$ cat src/rtl/uart_tx_fifo.sv
// uart_tx_fifo
//   Serial back end of the host link. Byte strobes from the frame sequencer
//   are queued in a small FIFO and shifted out on rs232_tx as 8N1 (or 8E1
//   when UART_TX_PARITY_EN is defined), LSB first.
//
//   Optional feature macro: UART_TX_PARITY_EN -- inserts an even parity bit
//   (XOR of the 8 data bits) between the last data bit and the stop bit(s).
//
// Ports
//   clk        in   system clock
//   rst        in   asynchronous reset, active low
//   txen       in   byte write strobe, one write per high cycle
//   txdb       in   [7:0] byte to queue, sampled when txen=1
//   rs232_tx   out  serial line, idle high
//   tx_busy    out  FIFO non-empty or a frame in progress (registered)
//   fifo_full  out  FIFO holds 2**FIFO_AW entries (registered)
//   tx_ovf     out  sticky: a write was dropped; cleared only by reset
//
// state   | meaning
// S_IDLE  | line high; pops the FIFO head and enters S_START when non-empty
// S_START | start bit (low), BAUD_DIV clocks
// S_DATA  | 8 data bits LSB first, BAUD_DIV clocks each
// S_PARITY| even parity bit, BAUD_DIV clocks (parity build only)
// S_STOP  | stop bit(s) high, STOP_BITS*BAUD_DIV clocks, then S_IDLE

module uart_tx_fifo #(
   parameter int CLK_FREQ  = 50_000_000,
   parameter int BAUD      = 115200,
   parameter int BAUD_DIV  = CLK_FREQ / BAUD,
   parameter int FIFO_AW   = 3,
   parameter int STOP_BITS = 1
) (
   input  logic       clk,
   input  logic       rst,
   input  logic       txen,
   input  logic [7:0] txdb,
   output logic       rs232_tx,
   output logic       tx_busy,
   output logic       fifo_full,
   output logic       tx_ovf
);

   localparam int DEPTH = 2 ** FIFO_AW;
   localparam int CNTW  = FIFO_AW + 1;
   localparam int CW    = $clog2(BAUD_DIV);

   typedef enum logic [2:0] {
      S_IDLE,
      S_START,
      S_DATA,
      S_PARITY,
      S_STOP
   } state_t;

   state_t              state, state_next;
   logic [7:0]          mem [DEPTH];
   logic [FIFO_AW-1:0]  wptr, rptr;
   logic [CNTW-1:0]     count, count_next;
   logic [CW-1:0]       cnt;
   logic [2:0]          idx;
   logic [7:0]          shreg;
   logic                pop, push, drop, full_c, bit_end, line_next;
`ifdef UART_TX_PARITY_EN
   logic                par;
`endif

   assign full_c  = (count == CNTW'(DEPTH));
   assign bit_end = (cnt == CW'(BAUD_DIV - 1));
   // A full FIFO still accepts a write on the edge that pops the head.
   assign push    = txen && (!full_c || pop);
   assign drop    = txen && full_c && !pop;
   assign count_next = count + {{FIFO_AW{1'b0}}, push} - {{FIFO_AW{1'b0}}, pop};

   always_comb begin
      state_next = state;
      pop        = 1'b0;
      line_next  = 1'b1;
      case (state)
         S_IDLE: begin
            if (count != '0) begin
               pop        = 1'b1;
               state_next = S_START;
            end
         end
         S_START: begin
            line_next = 1'b0;
            if (bit_end) state_next = S_DATA;
         end
         S_DATA: begin
            line_next = shreg[0];
            if (bit_end && idx == 3'd7) begin
`ifdef UART_TX_PARITY_EN
               state_next = S_PARITY;
`else
               state_next = S_STOP;
`endif
            end
         end
`ifdef UART_TX_PARITY_EN
         S_PARITY: begin
            line_next = par;
            if (bit_end) state_next = S_STOP;
         end
`endif
         S_STOP: begin
            line_next = 1'b1;
            if (bit_end && idx == 3'(STOP_BITS - 1)) state_next = S_IDLE;
         end
         default: state_next = S_IDLE;
      endcase
   end

   always_ff @(posedge clk or negedge rst) begin
      if (!rst) begin
         state     <= S_IDLE;
         rs232_tx  <= 1'b1;
         tx_busy   <= 1'b0;
         fifo_full <= 1'b0;
         tx_ovf    <= 1'b0;
         wptr      <= '0;
         rptr      <= '0;
         count     <= '0;
      end else begin
         state     <= state_next;
         rs232_tx  <= line_next;
         tx_busy   <= (count_next != '0) || (state_next != S_IDLE);
         fifo_full <= (count_next == CNTW'(DEPTH));
         if (drop) tx_ovf <= 1'b1;
         if (push) wptr <= wptr + 1'b1;
         if (pop)  rptr <= rptr + 1'b1;
         count     <= count_next;
      end
   end

   // Storage is not reset; the pointers and count define its contents.
   always_ff @(posedge clk) begin
      if (push) mem[wptr] <= txdb;
   end

   // Baud counter reloads on every state entry and at each bit boundary.
   always_ff @(posedge clk or negedge rst) begin
      if (!rst) begin
         cnt <= '0;
      end else if (state == S_IDLE || state_next != state || bit_end) begin
         cnt <= '0;
      end else begin
         cnt <= cnt + CW'(1);
      end
   end

   // idx counts data bits (wrapping to 0 after bit 7) and then stop bits.
   always_ff @(posedge clk or negedge rst) begin
      if (!rst) begin
         shreg <= '0;
         idx   <= '0;
`ifdef UART_TX_PARITY_EN
         par   <= 1'b0;
`endif
      end else if (pop) begin
         shreg <= mem[rptr];
         idx   <= '0;
`ifdef UART_TX_PARITY_EN
         par   <= ^mem[rptr];
`endif
      end else if (bit_end && state == S_DATA) begin
         shreg <= {1'b0, shreg[7:1]};
         idx   <= idx + 3'd1;
      end else if (bit_end && state == S_STOP) begin
         idx   <= idx + 3'd1;
      end
   end

endmodule
$ cat config.mk
export PLATFORM = sky130hd
export DESIGN_NAME = uart_tx_fifo
export DESIGN_NICKNAME = d
export VERILOG_FILES = /design/src/rtl/uart_tx_fifo.sv
export SDC_FILE = /design/constraint.sdc
export NUM_CORES = 1
export LEC_CHECK = 0
export BUFFER_PORTS_ARGS = -buffer_cell sky130_fd_sc_hd__buf_2
export CORE_MARGIN = 2
export CORE_UTILIZATION = 50
export DETAILED_ROUTE_END_ITERATION = 10
export PLACE_DENSITY = 0.76
export REMOVE_ABC_BUFFERS = 1
export SLEW_MARGIN = 25
export SYNTH_ARGS = -nofsm -noshare
export SYNTH_HDL_FRONTEND = slang
export SYNTH_SLANG_ARGS = --single-unit
$ cat constraint.sdc
create_clock -name clk -period 3.8 [get_ports clk]
set_input_delay 0.38 -clock clk [delete_from_list [all_inputs] [get_ports clk]]
set_output_delay 0.38 -clock clk [all_outputs]
set_load 0.01 [all_outputs]
==> results of run 1 <==
## cell families after synthesis
group / after synthesis / share of synthesized area (%)
flops: 101 / 64.8
mux: 35 / 8.65
xor+xnor: 16 / 3.19
compound gates: 35 / 6.06
buf+inv: 29 / 3.16
fa+ha+maj: 14 / 4.16
simple gates: 87 / 9.96
## cells in the mapped netlist, drive strengths merged, types with 2 or more instances
| cell | n |
|---|---|
| a21o | 2 |
| a21oi | 5 |
| a22oi | 14 |
| and2 | 2 |
| and4b | 2 |
| buf | 8 |
| clkbuf | 7 |
| dfrtp | 36 |
| edfxtp | 64 |
| ha | 13 |
| inv | 14 |
| mux2i | 32 |
| mux4 | 2 |
| nand2 | 24 |
| nand2b | 2 |
| nand3 | 13 |
| nand3b | 2 |
| nand4b | 2 |
| nor2 | 24 |
| nor2b | 2 |
| nor3 | 5 |
| nor3b | 2 |
| o211ai | 8 |
| or3 | 2 |
| xnor2 | 14 |
| xor2 | 2 |
## power by group through the flow
| stage | registers (mW) | clock network, mW | logic [mW] |
|---|---|---|---|
| floorplan | 1.40 | 0 | 0.291 |
| global placement | 1.41 | 0 | 0.406 |
| detailed placement | 1.42 | 0 | 0.423 |
| CTS | 1.40 | 0.671 | 0.424 |
| global route | 1.41 | 0.709 | 0.460 |
| finish | 1.39 | 0.653 | 0.416 |
## registers in the layout, summed over array words and instances, names as in the netlist
signal     count
cnt            9
count          4
fifo_full      1
idx            3
mem           64
rptr           3
rs232_tx       1
shreg          8
state          3
tx_busy        1
tx_ovf         1
wptr           3
## per-layer routing
layer  GRT usage [%]  vias up
met5               0        -
met4            6.09        0
met3            3.79        8
met2            27.6       52
met1            22.0     1224
li1                -     1183
## layout by cell type, fill, tap and decap left out, types with 2 or more instances in the layout
cell type  instances
nand4b_1           2
buf_2             14
and2_1             2
nand3_1           13
a21oi_1            5
dfrtp_1           36
nor3b_1            2
nor2_1            24
and4b_1            2
xnor2_1           14
xor2_1             2
nor3_1             5
o211ai_1           7
clkbuf_8           9
a22oi_1           14
nor2b_1            2
buf_4              6
ha_1              13
nand3b_1           2
mux4_2             2
inv_1             13
nand2_1           23
nand2b_1           2
mux2i_1           32
inv_6              3
edfxtp_1          64
## how the worst max path moves through the flow
| stage | start | endpoint | slack [ns] | cells after the start |
|---|---|---|---|---|
| 2_1_floorplan | state[1] | tx_busy | 0.79 | 12 |
| 3_3_place_gp | state[1] | tx_busy | 0.59 | 12 |
| 5_1_grt | state[1] | tx_busy | 0.33 | 12 |
| 4_1_cts | state[1] | tx_busy | 0.49 | 12 |
| 3_5_place_dp | state[1] | tx_busy | 0.52 | 12 |
| 6_report | state[1] | tx_busy | 0.50 | 12 |
## cell type report
class	instances	area [µm²]	area share, %
Sequential cell	101	2850	60.0
Multi-Input combinational cell	187	1410	29.6
Tap cell	108	135	2.85
Clock buffer	9	124	2.61
Timing Repair Buffer	20	115	2.42
Clock inverter	7	66.3	1.40
Inverter	14	52.6	1.11
## critical path, delay by kind of cell (launching register included)
kind                     cells  cell delay [ns]
adder cells (fa/ha/maj)      3             0.91
AND/OR/NAND/NOR              3             0.92
buffers and inverters        4             0.39
flip-flops                   1             0.53
AO/OA/AOI/OAI                2             0.43
==> flow_metrics.env, run 1 <==
export IMPL_globalplace_congestion=0.791
export IMPL_r2r_end="tx_busy"
export IMPL_antenna_found_initial=0
export IMPL_area_growth_pct=8.06
export IMPL_n_antenna_cell=0
export IMPL_drt_wl_total_um=7680
export IMPL_yosysSeqAreaShare_pct=64.8
export IMPL_min_path_type="primary input to async pin"
export IMPL_grt_setup_unrepaired="false"
export IMPL_clock_path_buffers=2
export IMPL_cts_hold_buf=0
export IMPL_finalMaxSlewViolations=0
export IMPL_fillers=714
export IMPL_dp_final_hpwl_um=5070
export IMPL_top_layer_used="met4"
export IMPL_grt_pass1_vias=2452
export IMPL_wl_met1_um=3390
export IMPL_maxSlewHeadroom_pct=34.0
export IMPL_period_share_pct=86.8
export IMPL_critPathMaxFanout=13
export IMPL_p_switching_uw=714
export IMPL_yosys_register_bits=101
export IMPL_vias=2467
export IMPL_die_height_um=97.8
export IMPL_setup_tns_final_ns=0
export IMPL_cpMaxStageDelayCell="dfrtp_1"
export IMPL_cts_setup_buffers=0
export IMPL_worstPathRequired_ns=4.04
export IMPL_cpMostUsedCell="inv_1"
export IMPL_post_place_cells=430
export IMPL_grt_max_degree=38
export IMPL_nets=358
export IMPL_num_rows=34
export IMPL_r2r_cells=12
export IMPL_post_cts_resized=0
export IMPL_clk_pin_slew_ns=0.10
export IMPL_synth_cell_types=47
export IMPL_final_setup_worst_slack_ns=0.502
export IMPL_start_util_pct=50.9
export IMPL_syn_inst=317
export IMPL_ant_nets=0
export IMPL_wl_met3_um=249
export IMPL_drtIter0Drc=162
export IMPL_combPwrFrac_pct=16.9
export IMPL_async_flop_share_pct=36.6
export IMPL_worst_ep_arrival_time_ns=3.54
export IMPL_p_total_mw=2.46
export IMPL_drt_pass1_iter_count=5
export IMPL_yosys_most_used_dff="edfxtp_1"
export IMPL_path_class="flop to flop"
export IMPL_reg2reg_slack_ns=0.50
export IMPL_hold_ws_ns=0.0845
export IMPL_reg2reg_from="state[1]"
export IMPL_wl_per_cell_um=17.2
export IMPL_setup_violations=0
export IMPL_cap_viol_max_count=0
export IMPL_cp_end_kind="flop"
export IMPL_leakagePower_nw=1.74
export IMPL_post_route_min_period_ns=3.30
export IMPL_utilization_pct=55.0
export IMPL_root_buffer="clkbuf_8"
export IMPL_overflow=0
export IMPL_swShare_pct=29.0
export IMPL_placed_cell_area_mm2=0.00456
export IMPL_ys_warn_count=0
export IMPL_hold_viol_final=0
export IMPL_cp_start_kind="flop"
export IMPL_fmax_mhz=303
export IMPL_drc=0
export IMPL_die_w_um=97.8
export IMPL_num_io_pins=15
export IMPL_synth_area_leader_cell="edfxtp_1"
export IMPL_grt_pass1_wl_um=12300
export IMPL_outcome="finished, final reports clean"
export IMPL_insertion_delay_ns=0.36
export IMPL_worst_slew_pin_slew_ns=0.987
export IMPL_cts_htree_levels=3
export IMPL_track_usage_pct=16.8
export IMPL_dp_slack_ns=0.520
export IMPL_synth_top_area_share_pct=43.7
export IMPL_dieArea_mm2=0.00956
export IMPL_drive_gt1_share_pct=13.6
export IMPL_syn_avg_cell_area_um2=13.9
export IMPL_vdd_ir_drop_max_v=0.000373
export IMPL_synth_edf_count=64
export IMPL_cts_tree="yes"
export IMPL_coreArea_mm2=0.00864
export IMPL_cts_buffers=9
export IMPL_skew_ns=0.0115
export IMPL_p_per_area_mw_per_mm2=518
export IMPL_final_area_mm2=0.00475
export IMPL_worstPathCellList="or3_4 > a21o_2 > inv_2 > ha_1 > inv_1 > ha_1 > inv_1 > fa_1 > inv_1 > or3_1 > a21oi_1 > nand3_1"
export IMPL_wl_met2_um=3940
export IMPL_cts_sinks=101
export IMPL_portBuffers=14
export IMPL_seq_power_share_pct=56.6
export IMPL_via_per_inst=5.53
export IMPL_synth_area_leaders="edfxtp_1 (44%), dfrtp_1 (20%), mux2i_1 (7.3%)"
export IMPL_slowest_delay_ns=0.53
export IMPL_internal_power_mw=1.75
export IMPL_mappedNetlistArea_mm2=0.00440
export IMPL_clkPwrFrac_pct=26.5
export IMPL_final_cells=446
(Power assumes the default switching activity.)
==> run 2, diff against run 1 <==
--- a/config.mk
+++ b/config.mk
@@ -8,6 +8,7 @@
 export BUFFER_PORTS_ARGS = -buffer_cell sky130_fd_sc_hd__buf_2
 export CORE_MARGIN = 2
 export CORE_UTILIZATION = 50
+export CTS_BUF_LIST = sky130_fd_sc_hd__clkbuf_2
 export DETAILED_ROUTE_END_ITERATION = 10
 export PLACE_DENSITY = 0.76
 export REMOVE_ABC_BUFFERS = 1
==> run 2 against run 1 <==
Net effect: via count grew 0.73%; clock skew rose by 0.028 ns; maximum frequency grew 0.14%; total power decreased by 6.2%; register-to-register slack barely moved; sequential power about the same; die area unchanged; combinational power rose by 1%; clock-buffer cell count is the same; non-clock buffer count grew 5; largest cell class unchanged; worst hold slack worse by 0.042 ns; wire length increased by 0.95%.
==> flow_metrics.env, run 2 (synthesis results as in run 1) <==
export IMPL_maxSlewHeadroom_pct=36.1
export IMPL_globalplace_congestion=0.791
export IMPL_worstPathRequired_ns=4.32
export IMPL_root_buffer="clkbuf_2"
export IMPL_cpMostUsedCell="inv_1"
export IMPL_final_common_cell="edfxtp_1"
export IMPL_reg_top3="mem: 64 flops, cnt: 9 flops, shreg: 8 flops"
export IMPL_dieArea_mm2=0.00956
export IMPL_final_cell_mix="edfxtp_1 (64), dfrtp_1 (36), mux2i_1 (32)"
export IMPL_track_usage_pct=16.8
export IMPL_worst_slew_pin_slew_ns=0.955
export IMPL_die_w_um=97.8
export IMPL_clock_path_buffers=2
export IMPL_grt_setup_unrepaired="false"
export IMPL_coreArea_mm2=0.00864
export IMPL_wl_per_cell_um=17.2
export IMPL_vias=2485
export IMPL_cap_viol_max_count=0
export IMPL_cp_start_kind="flop"
export IMPL_cts_sinks=101
export IMPL_largest_reg_flops=64
export IMPL_num_io_pins=15
export IMPL_area_growth_pct=7.40
export IMPL_p_per_area_mw_per_mm2=489
export IMPL_grt_pass1_wl_um=12200
export IMPL_ant_nets=0
export IMPL_fmax_mhz=304
export IMPL_worstPathCellList="or3_4 > a21o_2 > inv_2 > ha_1 > inv_1 > ha_1 > inv_1 > fa_1 > inv_1 > or3_1 > a21oi_1 > nand3_1"
export IMPL_worst_ep_arrival_time_ns=3.81
export IMPL_vdd_ir_drop_max_v=0.000261
export IMPL_min_path_type="primary input to flop"
export IMPL_overflow=0
export IMPL_outcome="finished, final reports clean"
export IMPL_grt_pass1_vias=2466
export IMPL_cts_htree_levels=3
export IMPL_insertion_delay_ns=0.59
export IMPL_cp_end_kind="flop"
export IMPL_die_height_um=97.8
export IMPL_start_util_pct=50.9
export IMPL_grt_max_degree=38
export IMPL_via_per_inst=5.51
export IMPL_clk_pin_slew_ns=0.31
export IMPL_post_cts_resized=0
export IMPL_cts_buffers=9
export IMPL_drt_wl_total_um=7750
export IMPL_drc=0
export IMPL_critPathMaxFanout=13
export IMPL_cpMaxStageDelayCell="dfrtp_1"
export IMPL_antenna_found_initial=0
export IMPL_drt_pass1_iter_count=5
export IMPL_setup_tns_final_ns=0
export IMPL_largest_register="mem"
export IMPL_setup_violations=0
export IMPL_n_antenna_cell=0
export IMPL_hold_viol_final=0
export IMPL_portBuffers=14
export IMPL_dp_final_hpwl_um=5070
export IMPL_path_class="flop to flop"
export IMPL_num_rows=34
export IMPL_utilization_pct=54.7
export IMPL_drive_gt1_share_pct=13.4
export IMPL_finalMaxSlewViolations=0
export IMPL_drtIter0Drc=148
export IMPL_cts_tree="yes"
export IMPL_fillers=717
export IMPL_slowest_delay_ns=0.59
export IMPL_period_share_pct=86.7
export IMPL_skew_ns=0.0395
export IMPL_nets=363
export IMPL_post_route_min_period_ns=3.29
export IMPL_leakagePower_nw=1.74
[run 2: changes by cell type in the layout (fill, tap and decap cells not counted), sizes merged]
cell         change
dlygate4sd3      +5
[run 2: layer usage]
layer	routed length [µm]	vias up	global-route usage (%)	share of wire (%)
met5	0	-	0	0
met4	165	0	7.16	2.1
met3	348	17	4.44	4.5
met2	3830	50	27.0	49
met1	3410	1223	21.8	44
li1	-	1195	-	-
[run 2: power by group]
| part | switching (mW) | total (mW) | internal [mW] |
|---|---|---|---|
| clock | 0.392 | 0.497 | 0.105 |
| combinational | 0.248 | 0.420 | 0.172 |
| sequential | 0.0683 | 1.39 | 1.32 |
[run 2: through the flow]
| stage | hold slack, ns | cell area, µm² | power [mW] | setup slack (ns) | std cells |
|---|---|---|---|---|---|
| finish | 0.0425 | 4720 | 2.31 | 0.506 | 451 |
| global placement | 0.479 | 4560 | 1.82 | 0.595 | 430 |
| floorplan | 0.0844 | 4310 | 1.69 | 0.791 | 302 |
| global route | 0.00628 | 4720 | 2.42 | 0.322 | 451 |
| CTS | 0.00259 | 4680 | 2.33 | 0.479 | 447 |
| detailed placement | 0.497 | 4560 | 1.84 | 0.520 | 430 |
[run 2: layout make-up]
cell class / instances / area [µm²] / share of cell area, %
Clock buffer: 9 / 45.0 / 0.954
Clock inverter: 7 / 66.3 / 1.40
Inverter: 14 / 52.6 / 1.11
Multi-Input combinational cell: 187 / 1410 / 29.8
Sequential cell: 101 / 2850 / 60.3
Tap cell: 108 / 135 / 2.86
Timing Repair Buffer: 25 / 165 / 3.50
[run 2: path summary, 6_finish.rpt]
| check | startpoint | slack (ns) | cells after the start | end |
|---|---|---|---|---|
| setup / recovery | state[1] | 0.51 | 12 | tx_busy |
| setup reg to reg | state[1] | 0.51 | 12 | tx_busy |
| min in group asynchronous | rst | 0.34 | 2 | fifo_full |
| hold reg to reg | tx_ovf | 0.54 | 1 | tx_ovf |
| hold / removal | txdb[4] | 0.04 | 1 | mem[0][4] |
| max in group asynchronous | rst | 2.91 | 2 | rptr[2] |
[run 2: what timing repair did]
action	in CTS	in global routing
setup buffers	0	0
hold endpoints to repair	36	23
hold buffers	1	4
endpoints found under the setup margin	0	0
[run 2: critical path: cells and delay by family, from the launching register on]
family / cells / cell delay, ns
and+or+nand+nor: 3 / 0.92
adders and majority gates: 3 / 0.90
DFF: 1 / 0.59
AOI/OAI and AO/OA: 2 / 0.43
buffers and inverters: 4 / 0.38
==> run 3, diff against run 2 <==
--- a/config.mk
+++ b/config.mk
@@ -6,11 +6,14 @@
 export NUM_CORES = 1
 export LEC_CHECK = 0
 export BUFFER_PORTS_ARGS = -buffer_cell sky130_fd_sc_hd__buf_2
+export CELL_PAD_IN_SITES_DETAIL_PLACEMENT = 1
+export CELL_PAD_IN_SITES_GLOBAL_PLACEMENT = 2
 export CORE_MARGIN = 2
-export CORE_UTILIZATION = 50
+export CORE_UTILIZATION = 46
 export CTS_BUF_LIST = sky130_fd_sc_hd__clkbuf_2
 export DETAILED_ROUTE_END_ITERATION = 10
-export PLACE_DENSITY = 0.76
+export GPL_ROUTABILITY_DRIVEN = 0
+export PLACE_DENSITY = 0.91
 export REMOVE_ABC_BUFFERS = 1
 export SLEW_MARGIN = 25
 export SYNTH_ARGS = -nofsm -noshare
==> run 3 against run 2 <==
Net effect: non-clock buffer count fell by 3; register-to-register slack got worse by 0.04 ns; critical path depth unchanged; clock skew up 0.0092 ns.
==> flow_metrics.env, run 3 (synthesis results as in run 1) <==
export IMPL_overflow=0
export IMPL_worstPathCellList="or3_4 > a21o_2 > inv_2 > ha_1 > inv_1 > ha_1 > inv_1 > fa_1 > inv_1 > or3_1 > a21oi_1 > nand3_1"
export IMPL_cap_viol_max_count=0
export IMPL_top_layer_used="met4"
export IMPL_wl_met1_um=3660
export IMPL_cts_buffers=9
export IMPL_drt_wl_total_um=8450
export IMPL_largest_reg_flops=64
export IMPL_r2r_end="tx_busy"
export IMPL_finalMaxSlewViolations=0
export IMPL_clk_pin_slew_ns=0.31
export IMPL_p_total_mw=2.39
export IMPL_die_w_um=102
export IMPL_ant_nets=0
export IMPL_drt_pass1_iter_count=4
export IMPL_cts_setup_buffers=0
export IMPL_final_cell_mix="edfxtp_1 (64), dfrtp_1 (36), mux2i_1 (32)"
export IMPL_path_class="flop to flop"
export IMPL_portBuffers=14
export IMPL_drtIter0Drc=125
export IMPL_cts_htree_levels=3
export IMPL_dieArea_mm2=0.0104
export IMPL_cp_endpoint="tx_busy"
export IMPL_num_rows=35
export IMPL_insertion_delay_ns=0.57
export IMPL_cp_start_kind="flop"
export IMPL_reg_top3="mem: 64 flops, cnt: 9 flops, shreg: 8 flops"
export IMPL_cpMostUsedCell="inv_1"
export IMPL_wl_met3_um=205
export IMPL_area_growth_pct=7.97
export IMPL_critPathMaxFanout=13
export IMPL_cts_sinks=101
export IMPL_cp_end_kind="flop"
export IMPL_final_common_cell="edfxtp_1"
export IMPL_vias=2486
export IMPL_via_per_inst=5.30
export IMPL_track_usage_pct=18.2
export IMPL_reg2reg_slack_ns=0.47
export IMPL_antenna_found_initial=0
export IMPL_num_io_pins=15
export IMPL_fmax_mhz=300
export IMPL_worst_slew_pin_slew_ns=1.01
export IMPL_largest_register="mem"
export IMPL_drc=0
export IMPL_outcome="finished, final reports clean"
export IMPL_grt_pass1_wl_um=13900
export IMPL_grt_setup_unrepaired="false"
export IMPL_grt_pass1_vias=2616
export IMPL_leakagePower_nw=1.74
export IMPL_clock_path_buffers=2
export IMPL_reg2reg_from="state[1]"
export IMPL_grt_max_degree=38
export IMPL_wl_per_cell_um=18.0
export IMPL_fillers=921
export IMPL_start_util_pct=47.6
export IMPL_worst_ep_arrival_time_ns=3.77
export IMPL_cts_tree="yes"
export IMPL_n_antenna_cell=0
export IMPL_period_share_pct=87.7
export IMPL_worstPathRequired_ns=4.24
export IMPL_min_path_type="primary input to flop"
export IMPL_startpoint="state[1]"
export IMPL_root_buffer="clkbuf_2"
export IMPL_min_from="txdb[0]"
export IMPL_setup_violations=0
export IMPL_r2r_cells=12
export IMPL_dp_final_hpwl_um=5910
export IMPL_wl_met2_um=4460
export IMPL_drive_gt1_share_pct=14.1
export IMPL_die_height_um=102
export IMPL_vdd_ir_drop_max_v=0.000303
export IMPL_cpMaxStageDelayCell="dfrtp_1"
export IMPL_nets=360
export IMPL_post_route_min_period_ns=3.33
export IMPL_setup_tns_final_ns=0
export IMPL_slowest_delay_ns=0.58
export IMPL_maxSlewHeadroom_pct=32.7
export IMPL_p_per_area_mw_per_mm2=503
export IMPL_coreArea_mm2=0.00924
export IMPL_skew_ns=0.0487
export IMPL_hold_viol_final=0
[run 3: changes by cell type in the layout (fill, tap and decap cells not counted), sizes merged]
cell         before  now
inv              18   17
buf              20   21
bufinv            0    1
dlygate4sd3       5    1
[run 3: layout make-up]
type	count	area (µm²)	share of cell area, %
Multi-Input combinational cell	187	1410	29.7
Sequential cell	101	2850	60.0
Timing Repair Buffer	22	133	2.79
Tap cell	129	161	3.40
Clock buffer	9	45.0	0.949
Inverter	14	52.6	1.11
Clock inverter	7	97.6	2.06
[run 3: layer usage]
metal	track usage [%]	vias to the layer above
li1	-	1188
met5	0	-
met1	23.0	1261
met2	31.6	27
met4	5.20	0
met3	4.14	10
[run 3: power by group]
part           total, mW  internal, mW  leakage (nW)  switching [mW]
clock network      0.563         0.176        0.0848           0.387
logic              0.429         0.170         0.624           0.260
registers           1.39          1.32          1.03          0.0701
[run 3: how the worst min path moves through the flow]
stage / to / slack, ns / cells past startpoint
after floorplan: cnt[0] / 0.08 / 0
after global placement: tx_ovf / 0.48 / 1
after detailed placement: tx_ovf / 0.48 / 1
after CTS: mem[2][0] / 0.0004 / 1
after global routing: mem[6][5] / 0.0006 / 1
final: mem[2][0] / 0.04 / 1
[run 3: timing repair]
item,CTS,global route
hold buffers,1,0
resized for setup,0,0
hold endpoints to repair,36,0
[run 3: worst max-delay path, delay by kind of cell (launching register included)]
| family | cells | cell delay, ns |
|---|---|---|
| AO/OA/AOI/OAI | 2 | 0.43 |
| adder cells (fa/ha/maj) | 3 | 0.91 |
| buffers and inverters | 4 | 0.39 |
| flip-flops | 1 | 0.58 |
| AND/OR/NAND/NOR | 3 | 0.93 |
[run 3: metrics by stage]
step	instances	instance area, µm²	hold slack (ns)	utilization [%]	setup WS (ns)
detailed placement	452	4590	0.475	49.7	0.466
global placement	452	4590	0.476	49.7	0.587
finish	469	4750	0.0423	51.4	0.466
CTS	469	4750	0.000410	51.4	0.431
floorplan	302	4310	0.0844	-	0.791
global route	469	4750	0.000568	51.4	0.247
